## config.mk

```make
export PLATFORM = sky130hd
export DESIGN_NAME = fetch_sequencer
export DESIGN_NICKNAME = d
export VERILOG_FILES = /design/src/rtl/fetch_sequencer.sv
export SDC_FILE = /design/constraint.sdc
export NUM_CORES = 1
export LEC_CHECK = 0
export CORE_MARGIN = 5
export CORE_UTILIZATION = 56
export DETAILED_ROUTE_END_ITERATION = 8
export HOLD_SLACK_MARGIN = 0.02
export PLACE_DENSITY = 0.86
export SETUP_SLACK_MARGIN = 0.1
export SYNTH_ARGS = -nofsm -noshare
export SYNTH_HDL_FRONTEND = slang
export SYNTH_SLANG_ARGS = --single-unit
```

## constraint.sdc

```tcl
create_clock -name clk -period 14.6 [get_ports clk]
set_input_delay 3.65 -clock clk [delete_from_list [all_inputs] [get_ports clk]]
set_output_delay 3.65 -clock clk [all_outputs]
set_load 0.005 [all_outputs]
```

## src/rtl/fetch_sequencer.sv

```systemverilog
// Fetch sequencer: one outstanding I-mem request at a time, 1-entry skid plus output slot, squashes on redirect.
// Data reaches instrF one cycle after mem_ready; under StallD two instructions are held, then mem_req drops.
module fetch_sequencer #(
  parameter logic [31:0] RESET_PC = 32'h0000_0000
) (
  input  logic        clk,
  input  logic        rst,
  input  logic [1:0]  PCSrcD,
  input  logic [31:0] PCBranchD,
  input  logic [31:0] JumpAdd,
  input  logic        StallD,
  output logic        mem_req,
  output logic [31:0] mem_addr,
  input  logic        mem_ready,
  input  logic [31:0] mem_rdata,
  output logic [31:0] instrF,
  output logic [31:0] pc_plus4F,
  output logic        validF,
  output logic        StallF
);

  typedef enum logic [1:0] {IDLE, FETCH, DRAIN} state_t;

  state_t      state, state_nxt;
  logic [31:0] pc;
  logic [31:0] drain_addr;
  logic [31:0] skid_instr;
  logic [31:0] skid_pc4;
  logic        skid_valid;
  logic [31:0] redir_target;
  logic [31:0] pc_next4;
  logic        redirect;
  logic        consume;
  logic        fetch_req;
  logic        accept;
  logic        outstanding;

  assign redirect    = (PCSrcD != 2'b00);
  assign consume     = validF & ~StallD;
  assign fetch_req   = (state == FETCH) & ~skid_valid;
  assign accept      = fetch_req & mem_ready;
  assign outstanding = fetch_req & ~mem_ready;
  assign pc_next4    = pc + 32'd4;

  always_comb begin
    redir_target = RESET_PC;
    case (PCSrcD)
      2'b01:   redir_target = PCBranchD;
      2'b10:   redir_target = JumpAdd;
      default: redir_target = RESET_PC;
    endcase
  end

  always_comb begin
    state_nxt = state;
    mem_req   = 1'b0;
    mem_addr  = pc;
    case (state)
      IDLE: state_nxt = FETCH;
      FETCH: begin
        mem_req = fetch_req;
        if (redirect && outstanding) state_nxt = DRAIN;
      end
      DRAIN: begin
        // The stale request must complete at its original address before the new pc is fetched.
        mem_req  = 1'b1;
        mem_addr = drain_addr;
        if (mem_ready) state_nxt = FETCH;
      end
      default: state_nxt = IDLE;
    endcase
    StallF = (state == DRAIN) | (mem_req & ~mem_ready);
  end

  always_ff @(posedge clk or posedge rst) begin
    if (rst) begin
      state <= IDLE;
    end else begin
      state <= state_nxt;
    end
  end

  always_ff @(posedge clk or posedge rst) begin
    if (rst) begin
      pc         <= RESET_PC;
      drain_addr <= RESET_PC;
      skid_instr <= 32'd0;
      skid_pc4   <= 32'd0;
      skid_valid <= 1'b0;
      instrF     <= 32'd0;
      pc_plus4F  <= 32'd0;
      validF     <= 1'b0;
    end else if (redirect) begin
      pc         <= {redir_target[31:2], 2'b00};
      validF     <= 1'b0;
      skid_valid <= 1'b0;
      if (outstanding) drain_addr <= pc;
    end else if (accept) begin
      pc <= pc_next4;
      if (!validF || consume) begin
        instrF    <= mem_rdata;
        pc_plus4F <= pc_next4;
        validF    <= 1'b1;
      end else begin
        skid_instr <= mem_rdata;
        skid_pc4   <= pc_next4;
        skid_valid <= 1'b1;
      end
    end else if (consume) begin
      // No response this cycle, so mem_req was low or waiting: refill the slot from the skid if it holds one.
      if (skid_valid) begin
        instrF     <= skid_instr;
        pc_plus4F  <= skid_pc4;
        skid_valid <= 1'b0;
      end else begin
        validF <= 1'b0;
      end
    end
  end

endmodule

```

# Word level (Yosys, flattened, before mapping)
# Index checks and enable logic that the tools add are counted.
# word_totals
ff_bits,196
in_bits,102
output_inout_bits,99
wordCells,71
# classes
add_sub_neg,1
eq_ne,10
mux,25
bitwise_logic,11
reduce_logical,15
# op_table
op,count
$mux W32,11
$pmux W32 S2,1
$add A32 B3 Y32 const B,1
$mux W1,9
$reduce_bool A2 Y1,4
$pmux W2 S3,1
$reduce_and A2 Y1,3
$reduce_and A3 Y1,2
$and A1 B1 Y1,5
$not A1 Y1,5
$eq A2 B1 Y1 const B,2
$eq A2 B2 Y1 const B,2
$mux W2,2
$ne A2 B1 Y1 const B,2
$reduce_and A4 Y1,1
$ne A3 B1 Y1 const B,1
$ne A3 B2 Y1 const B,1
$ne A3 B3 Y1 const B,1
$reduce_bool A3 Y1,1
$logic_not A2 Y1,1
$ne A2 B2 Y1 const B,1
$pmux W1 S2,1
$logic_and A1 B1 Y1,1
$logic_not A1 Y1,1
other kinds (2),2

# Logic depth before layout (Yosys ltp)
# Gate-level depths: netlist of the first run.
# depth
ltp_word,6
mapped_depth,9
depth_no_buf,7

# Worst setup path before layout of the first run
# Ideal clock, no wire load.
# synth_path
path_type,input port to output port
startpoint,input mem_ready
endpoint,output StallF
arrival_time_ps,4050
required_time_ps,10950
setup_slack_ps,6900
cell_stages,2
n_path_buf,1
cell_sequence,buf_2 > o31ai_1
# synth_via
elab_chain_cells,3
# synth_rtl
item,line,rtl
start: declaration,14,"input logic mem_ready,"
$not A1 Y1,72,StallF = (state == DRAIN) | (mem_req & ~mem_ready);
$and A1 B1 Y1,72,
$or A1 B1 Y1,72,
end: declaration,19,output logic StallF
# No other way between the ends.

# Worst setup path after layout of the first run
# Ends and elaborated chain as after synthesis.

==> results_dict.tcl, run 1 <==
set metrics [dict create \
    synthSimpleGateAreaFrac 0.181 \
    max_slew_margin 0.281 \
    synth_top_family_by_area "simple AND/OR/NAND/NOR gates" \
    clkLatencyLatePin_ns 0.43 \
    antenna_cells 0 \
    cts_hold_buffers 0 \
    drt_drc_violations_left 0 \
    initial_core_util 0.571 \
    yosys_register_bits 188 \
    io_pins 201 \
    vias 8057 \
    cts_num_sinks 188 \
    required_ns 10.95 \
    cts_buffers 17 \
    syn_avg_cell_area_um2 9.56 \
    synthTopCellsByArea "dfrtp_1, nand2_1, mux2_2, mux2_1, nor2_1" \
    clock.fmax_mhz 115 \
    final_nets 1237 \
    synth_xor_area_frac 0.0489 \
    wl_met1_mm 10.2 \
    layout-drive-gt1-share 0.0852 \
    period_minus_slack_ns 8.70 \
    irDropWorstVdd_mv 0.107 \
    dr_wl_met3_mm 2.18 \
    htreeDepth 4 \
    yosysWarnings 0 \
    drv_slew 0 \
    dr.first_iter.drc_count 695 \
    skew_ns 0.00941 \
    wl_met2_mm 11.6 \
    cts_setup_buffers 0 \
    synth_mux_area_frac 0.0757 \
    synth_compound_area_frac 0.132 \
    power_density_nw_per_um2 150 \
    synth_edf_count 0 \
    ant_nets 0 \
    pre_cts_slack_ns 5.91 \
    area_growth_pct 25.2 \
    synth-main-ff-cell "dfrtp_1" \
    numPortBuffers 192 \
    cp.arrival_ns 5.05 \
    setup_slack_ns 5.90 \
    leakagePower_nw 5.12 \
    grtUsageTotal 0.254 \
    fp.dieH_um 140 \
    crit_type "in -> out" \
    drt_first_pass_iters 5 \
    synthArstFlopShare 1.00 \
    worstMarginPinSlew_ns 1.08 \
    mostFrequentLayoutCell "clkdlybuf4s50_1" \
    cp_max_fo 8 \
    seq_area_frac_synth 0.495 \
    worst_setup_path_end_kind "primary output" \
    setup_viol 0 \
    core_um2 16600 \
    cap_violations 0 \
    gp_routability_congestion 0.929 \
    synthAdderAreaFrac 0.0119 \
    wl_per_cell_um 18.3 \
    synth_cells 994 \
    dieArea_um2 19700 \
    cp-start-kind "input port" \
    final_cell_mix "clkdlybuf4s50_1, dfrtp_1, nand2_1, nor2_1, a21oi_1" \
    clock_path_buffers 2 \
    rsz0062_at_grt "no" \
    status "completed" \
    timing_hold_violations_final 0 \
    hpwl_mm 16.9 \
    cts_tree "built" \
    antenna_found_initial 0 \
    syn_area_um2 9500 \
    die_x_um 140 \
    synth_top_area_frac 0.495 \
    worstHoldPathType "reg -> reg" \
    wl_mm 24.9 \
    rows 47 \
    fillers 1187 \
    min_period_over_period 0.596 \
    synth_cell_types 57 \
    grt_pass1_vias 7857 \
    tns_ns 0 \
    post_cts_resized 0 \
    clk_pin_slew_ns 0.07 \
    synth_top_area_cell "dfrtp_1" \
    grt_pass1_wl_mm 40.7 \
    grt-ovfl-total 0 \
    total_power_mw 1.79 \
    grt_max_degree 92 \
    top_layer "met4" \
    via_per_inst 5.93 \
    clock_tree.root_cell "clkbuf_16" \
]
metrics by stage:
step                hold WS (ns)  area (um2)  utilization  cells
global route               0.498       11900        0.714   1359
CTS                        0.478       11900        0.714   1359
detailed placement         0.460       11300        0.680   1327
finish                     0.473       11900        0.714   1359
global placement           0.451       11300        0.680   1327
floorplan                  0.440        9510            -    997
state kept, by name, summed over array words and instances (netlist names):
name	count
skid_pc4	30
state	2
validF	1
skid_valid	1
skid_instr	32
instrF	32
drain_addr	30
pc	30
pc_plus4F	30
power breakdown:
| part | switching (mW) | internal [mW] |
|---|---|---|
| Combinational | 0.265 | 0.319 |
| Sequential | 0.0946 | 0.661 |
| Clock | 0.216 | 0.229 |
| Total | 0.576 | 1.21 |
worst max-delay path: stages:
cell,delay [ns]
clkdlybuf4s50_1,0.54
o31ai_1,0.30
clkdlybuf4s50_1,0.56
cells in the mapped netlist (all sizes together) (26+ instances only):
cell / number
dfrtp: 188
nand2: 182
nor2: 92
mux2: 63
buf: 52
a21oi: 47
clkbuf: 39
o22ai: 39
a31oi: 33
a22oi: 31
o21ai: 30
xor2: 27
nand3: 26
xnor2: 26
area by class of cell:
type	count	area (um2)	area share
flip-flops and latches	188	4700	0.396
multi-input cells	703	4290	0.361
repair buffers	201	1990	0.167
clock buffers	18	439	0.0369
well taps	220	275	0.0232
clock inverters	14	130	0.0109
inverters	15	61.3	0.00516
final timing paths:
kind	endpoint	cells past startpoint	slack, ns	start
max	StallF	3	5.90	mem_ready
min	drain_addr[11]	2	0.47	drain_addr[11]
max reg2reg	pc_plus4F[10]	7	11.16	state[1]
min reg2reg	drain_addr[11]	2	0.47	drain_addr[11]
max in group asynchronous	pc[20]	3	9.64	rst
min in group asynchronous	pc_plus4F[8]	2	3.66	rst
metal layers:
layer	vias up	track usage
met1	3874	0.345
li1	3703	-
met4	0	0.102
met5	-	0
met3	64	0.0552
met2	416	0.400
kinds of logic after synthesis:
family / count (synthesis)
AO/OA/AOI/OAI: 203
adder cells (fa/ha/maj): 9
buffers and inverters: 106
multiplexers: 64
XOR/XNOR: 53
AND/OR/NAND/NOR: 370
flip-flops: 188
other: 1
(Power assumes the default switching activity.)
==> inputs of run 2 (changes only) <==
Settings changed: CORE_UTILIZATION 56 to 47, PLACE_DENSITY 0.86 to 0.77.
Clock period 14.6 ns to 7.1 ns, I/O delays scaled along.
==> run 2 against run 1 <==
Compared with the run above:
- largest power group unchanged
- sequential share of layout area fell by 0.31 points
- sequential cell count did not move
- global-route usage fell by 4.3 points
- die area rose by 18%
- largest cell class unchanged
- design area rose by 0.78%
- routed wire length fell by 0.59%
- clock power rose by 120%
- critical path depth did not move
- combinational power rose by 100%
==> results_dict.tcl, run 2 (same netlist as run 1, synthesis figures left out) <==
set metrics [dict create \
    core_um2 20000 \
    vias 7783 \
    final_cell_mix "clkdlybuf4s50_1, dfrtp_1, nand2_1, nor2_1, a21oi_1" \
    path_delay_family "buffers and inverters" \
    io_pins 201 \
    clk_pin_slew_ns 0.07 \
    cts_buffers 17 \
    cts_tree "built" \
    hold_ws_ns 0.475 \
    grt_pass1_wl_mm 40.6 \
    die_x_um 152 \
    wl_mm 24.8 \
    crit_chain "clkdlybuf4s50_1 -> o31ai_1 -> clkdlybuf4s50_1" \
    dr.first_iter.drc_count 530 \
    via_per_inst 5.52 \
    rsz0062_at_grt "no" \
    top_regs "instrF (32), skid_instr (32)" \
    drv_slew 0 \
    irDropWorstVdd_mv 0.190 \
    min_path_cells 2 \
    layout-drive-gt1-share 0.0852 \
    antenna_found_initial 0 \
    leakagePower_nw 5.15 \
    antenna_cells 0 \
    drt_first_pass_iters 5 \
    ant_nets 0 \
    cpPeakStageDelay_ns 0.55 \
    cp-start-kind "input port" \
    design_area_um2 12000 \
    period_minus_slack_ns 4.94 \
    initial_core_util 0.474 \
    tns_ns 0 \
    clock.fmax_mhz 203 \
    wl_per_cell_um 17.6 \
    rows 52 \
    skew_ns 0.0106 \
    cts_hold_buffers 0 \
    gp_routability_congestion 0.925 \
    mostFrequentLayoutCell "clkdlybuf4s50_1" \
    cts_setup_buffers 0 \
    dieArea_um2 23200 \
    crit_top_cell "clkdlybuf4s50_1" \
    status "completed" \
    worst_setup_path_end_kind "primary output" \
    cp.arrival_ns 3.16 \
    setup_viol 0 \
    numPortBuffers 192 \
    power_density_nw_per_um2 309 \
    required_ns 5.33 \
    grt_pass1_vias 7722 \
    reg2regPathDepth 7 \
    htreeDepth 4 \
    min_period_over_period 0.695 \
    final_nets 1237 \
    worstHoldPathType "reg -> reg" \
    post_cts_resized 0 \
    ff2ff_setup_slack_ns 3.86 \
    clkLatencyLatePin_ns 0.43 \
    grt-ovfl-total 0 \
    clock_path_buffers 2 \
    cts_num_sinks 188 \
    drt_drc_violations_left 0 \
    cap_violations 0 \
    worstPathBufferInverterCount 2 \
    hpwl_mm 17.1 \
    clock_tree.root_cell "clkbuf_16" \
    crit_type "in -> out" \
    max_slew_margin 0.212 \
    timing_hold_violations_final 0 \
    cp_num_cells 3 \
    placed_area_um2 11400 \
    worstMarginPinSlew_ns 1.18 \
    area_growth_pct 26.1 \
    cp_max_fo 8 \
    grt_max_degree 92 \
    total_power_mw 3.71 \
    grtUsageTotal 0.212 \
    cpMaxStageDelayCell "clkdlybuf4s50_1" \
    fp.dieH_um 152 \
]
[run 2: cell types whose count changed in the layout (fill, tap and decap cells not counted), sizes merged]
cell      change
clkinv        +3
inv           -1
bufinv        +2
clkinvlp      -4
[run 2: metrics by stage]
step,cells,worst slack (ns),util
global route,1409,2.08,0.598
floorplan,997,0.211,-
global placement,1377,2.20,0.568
finish,1409,2.16,0.598
detailed placement,1377,2.20,0.568
CTS,1409,2.17,0.598
[run 2: final timing paths]
| check | from | endpoint |
|---|---|---|
| setup / recovery | mem_ready | StallF |
| hold / removal | drain_addr[13] | drain_addr[13] |
| setup reg to reg | state[1] | instrF[27] |
| hold reg to reg | drain_addr[13] | drain_addr[13] |
| max in group asynchronous | rst | skid_pc4[17] |
| min in group asynchronous | rst | instrF[19] |
[run 2: tightest hold or removal path: stages, from the launching register on]
cell and delay, ns:
dfrtp_1 0.34, nand2_1 0.05, nand2_1 0.06
[run 2: per-layer routing]
| metal | global-route usage | up-vias | part of all wire |
|---|---|---|---|
| li1 | - | 3711 | - |
| met1 | 0.297 | 3754 | 0.46 |
| met2 | 0.328 | 293 | 0.45 |
| met3 | 0.0551 | 25 | 0.072 |
| met4 | 0.0612 | 0 | 0.015 |
| met5 | 0 | - | 0 |
[run 2: area by class of cell]
| class | instances | area, um2 |
|---|---|---|
| inverter | 15 | 61.3 |
| tap | 270 | 338 |
| clock buffer | 18 | 439 |
| fill | 1724 | 8060 |
| sequential | 188 | 4700 |
| clock inverter | 14 | 160 |
| multi-input combinational | 703 | 4290 |
| timing repair buffer | 201 | 1990 |
[run 2: power breakdown]
group / switching (mW) / internal (mW)
Sequential: 0.193 / 1.36
Clock: 0.430 / 0.538
Combinational: 0.531 / 0.654
==> inputs of run 3 (changes only) <==
Settings changed: CORE_UTILIZATION 47 to 52, PLACE_DENSITY 0.77 to 0.8.
Clock period 7.1 ns to 5 ns, I/O delays scaled along.
==> run 3 against run 2 <==
Compared with the run above:
- critical path type is now reg -> out
- global-route usage increased by 0.87 points
- via count decreased by 0.48%
- total power increased by 39%
- setup slack got worse by 1.2 ns
- clock power increased by 32%
- register-to-register slack got worse by 1.6 ns
- hold slack got worse by 0.00078 ns
- core utilization increased by 6.5 points
- critical path depth increased by 2
- non-clock buffer count increased by 2
==> results_dict.tcl, run 3 (same netlist as run 1, synthesis figures left out) <==
set metrics [dict create \
    area_growth_pct 25.4 \
    via_per_inst 5.67 \
    max_slew_margin 0.247 \
    initial_core_util 0.529 \
    hpwl_mm 16.4 \
    grt_pass1_wl_mm 38.4 \
    core_um2 18000 \
    cts_buffers 17 \
    worstPathBufferInverterCount 3 \
    grt_pass1_vias 7158 \
    post_cts_resized 0 \
    htreeDepth 4 \
    final_nets 1239 \
    worstHoldPathType "reg -> reg" \
    tns_ns 0 \
    rows 49 \
    crit_chain "inv_1 -> ha_1 -> buf_4 -> mux2_2 -> clkdlybuf4s50_1" \
    cts_hold_buffers 0 \
    final_cell_mix "clkdlybuf4s50_1, dfrtp_1, nand2_1, nor2_1, a21oi_1" \
    cpPeakStageDelay_ns 0.56 \
    vias 7746 \
    wl_mm 24.3 \
    io_pins 201 \
    cts_tree "built" \
    dr.first_iter.drc_count 664 \
    rsz0062_at_grt "no" \
    grt_max_degree 189 \
    worst_setup_path_end_kind "primary output" \
    clock_tree.root_cell "clkbuf_16" \
    clock_path_buffers 2 \
    crit_type "reg -> out" \
    layout-drive-gt1-share 0.0817 \
    leakagePower_nw 5.12 \
    power_density_nw_per_um2 433 \
    hold_ws_ns 0.474 \
    clock.fmax_mhz 247 \
    antenna_cells 0 \
    drv_slew 0 \
    dieArea_um2 21100 \
    cpMaxStageDelayCell "ha_1" \
    cp_max_fo 20 \
    numPortBuffers 192 \
    clk_pin_slew_ns 0.07 \
    setup_viol 0 \
    grt-ovfl-total 0 \
    drt_drc_violations_left 0 \
    ant_nets 0 \
    irDropWorstVdd_mv 0.289 \
    cp-start-kind "flip-flop" \
    mostFrequentLayoutCell "clkdlybuf4s50_1" \
    gp_routability_congestion 0.830 \
    fillers 1436 \
    cts_setup_buffers 0 \
    skew_ns 0.0107 \
    min_period_over_period 0.808 \
    fp.dieH_um 145 \
    clkLatencyLatePin_ns 0.43 \
    antenna_found_initial 1 \
    path_delay_family "buffers and inverters" \
    period_minus_slack_ns 4.04 \
    grtUsageTotal 0.221 \
    top_regs "instrF (32), skid_instr (32)" \
    status "completed" \
    worstMarginPinSlew_ns 1.13 \
    wl_per_cell_um 17.8 \
    die_x_um 145 \
    cts_num_sinks 188 \
    cap_violations 0 \
    drt_first_pass_iters 5 \
    required_ns 3.75 \
    timing_hold_violations_final 0 \
    cp.arrival_ns 2.79 \
]
[run 3: cell count changes in the layout (fill, tap and decap cells not counted)]
cell	change
buf_12	+2
bufinv_16	-1
clkbuf_1	+3
clkbuf_8	+2
clkinv_2	-1
clkinv_4	-4
clkinvlp_4	+5
inv_6	-6
inv_8	-1
[run 3: per-stage QoR]
| step | utilization | area (um2) | total power [mW] | setup slack, ns | instances |
|---|---|---|---|---|---|
| 2_1_floorplan | - | 9510 | 2.99 | 1.33 | 997 |
| 4_1_cts | 0.663 | 11900 | 5.20 | 0.932 | 1367 |
| 3_5_place_dp | 0.633 | 11400 | 3.93 | 1.16 | 1338 |
| 3_3_place_gp | 0.633 | 11400 | 3.86 | 1.15 | 1338 |
| 6_report | 0.663 | 11900 | 5.16 | 0.959 | 1367 |
| 5_1_grt | 0.663 | 11900 | 5.47 | 0.822 | 1367 |
[run 3: layout make-up]
type | instances | area (um2) | share of cell area
Timing Repair Buffer | 203 | 2030 | 0.170
Sequential cell | 188 | 4700 | 0.395
Clock buffer | 23 | 478 | 0.0401
Multi-Input combinational cell | 703 | 4290 | 0.360
Inverter | 15 | 60.1 | 0.00504
Tap cell | 229 | 287 | 0.0240
Clock inverter | 6 | 65.1 | 0.00546
[run 3: report_power, final]
group,internal (mW),switching (mW),total [mW],leakage [nW]
clock,0.718,0.561,1.28,0.253
sequential,1.93,0.274,2.21,2.47
combinational,0.934,0.742,1.68,2.39
[run 3: worst paths after layout]
| path | startpoint | endpoint | slack [ns] | cells past startpoint |
|---|---|---|---|---|
| hold / removal | drain_addr[8] | drain_addr[8] | 0.47 | 2 |
| hold reg to reg | drain_addr[8] | drain_addr[8] | 0.47 | 2 |
| min in group asynchronous | rst | instrF[19] | 1.49 | 3 |
| setup reg to reg | state[1] | skid_pc4[26] | 2.28 | 7 |
| setup / recovery | state[0] | mem_addr[24] | 0.96 | 5 |
| max in group asynchronous | rst | pc[25] | 2.79 | 3 |
[run 3: layer usage]
layer	wire (um)	up-vias	global-route usage
met3	2070	22	0.0611
li1	-	3691	-
met1	10900	3748	0.319
met5	13	-	0
met4	276	2	0.0485
met2	11000	283	0.335
[run 3: worst register-to-register path: cells and delay by family (launching register included)]
family / cells / cell delay, ns
compound gates: 1 / 0.12
fa+ha+maj: 1 / 0.28
flops: 1 / 0.41
buf+inv: 2 / 0.46
simple gates: 3 / 1.37
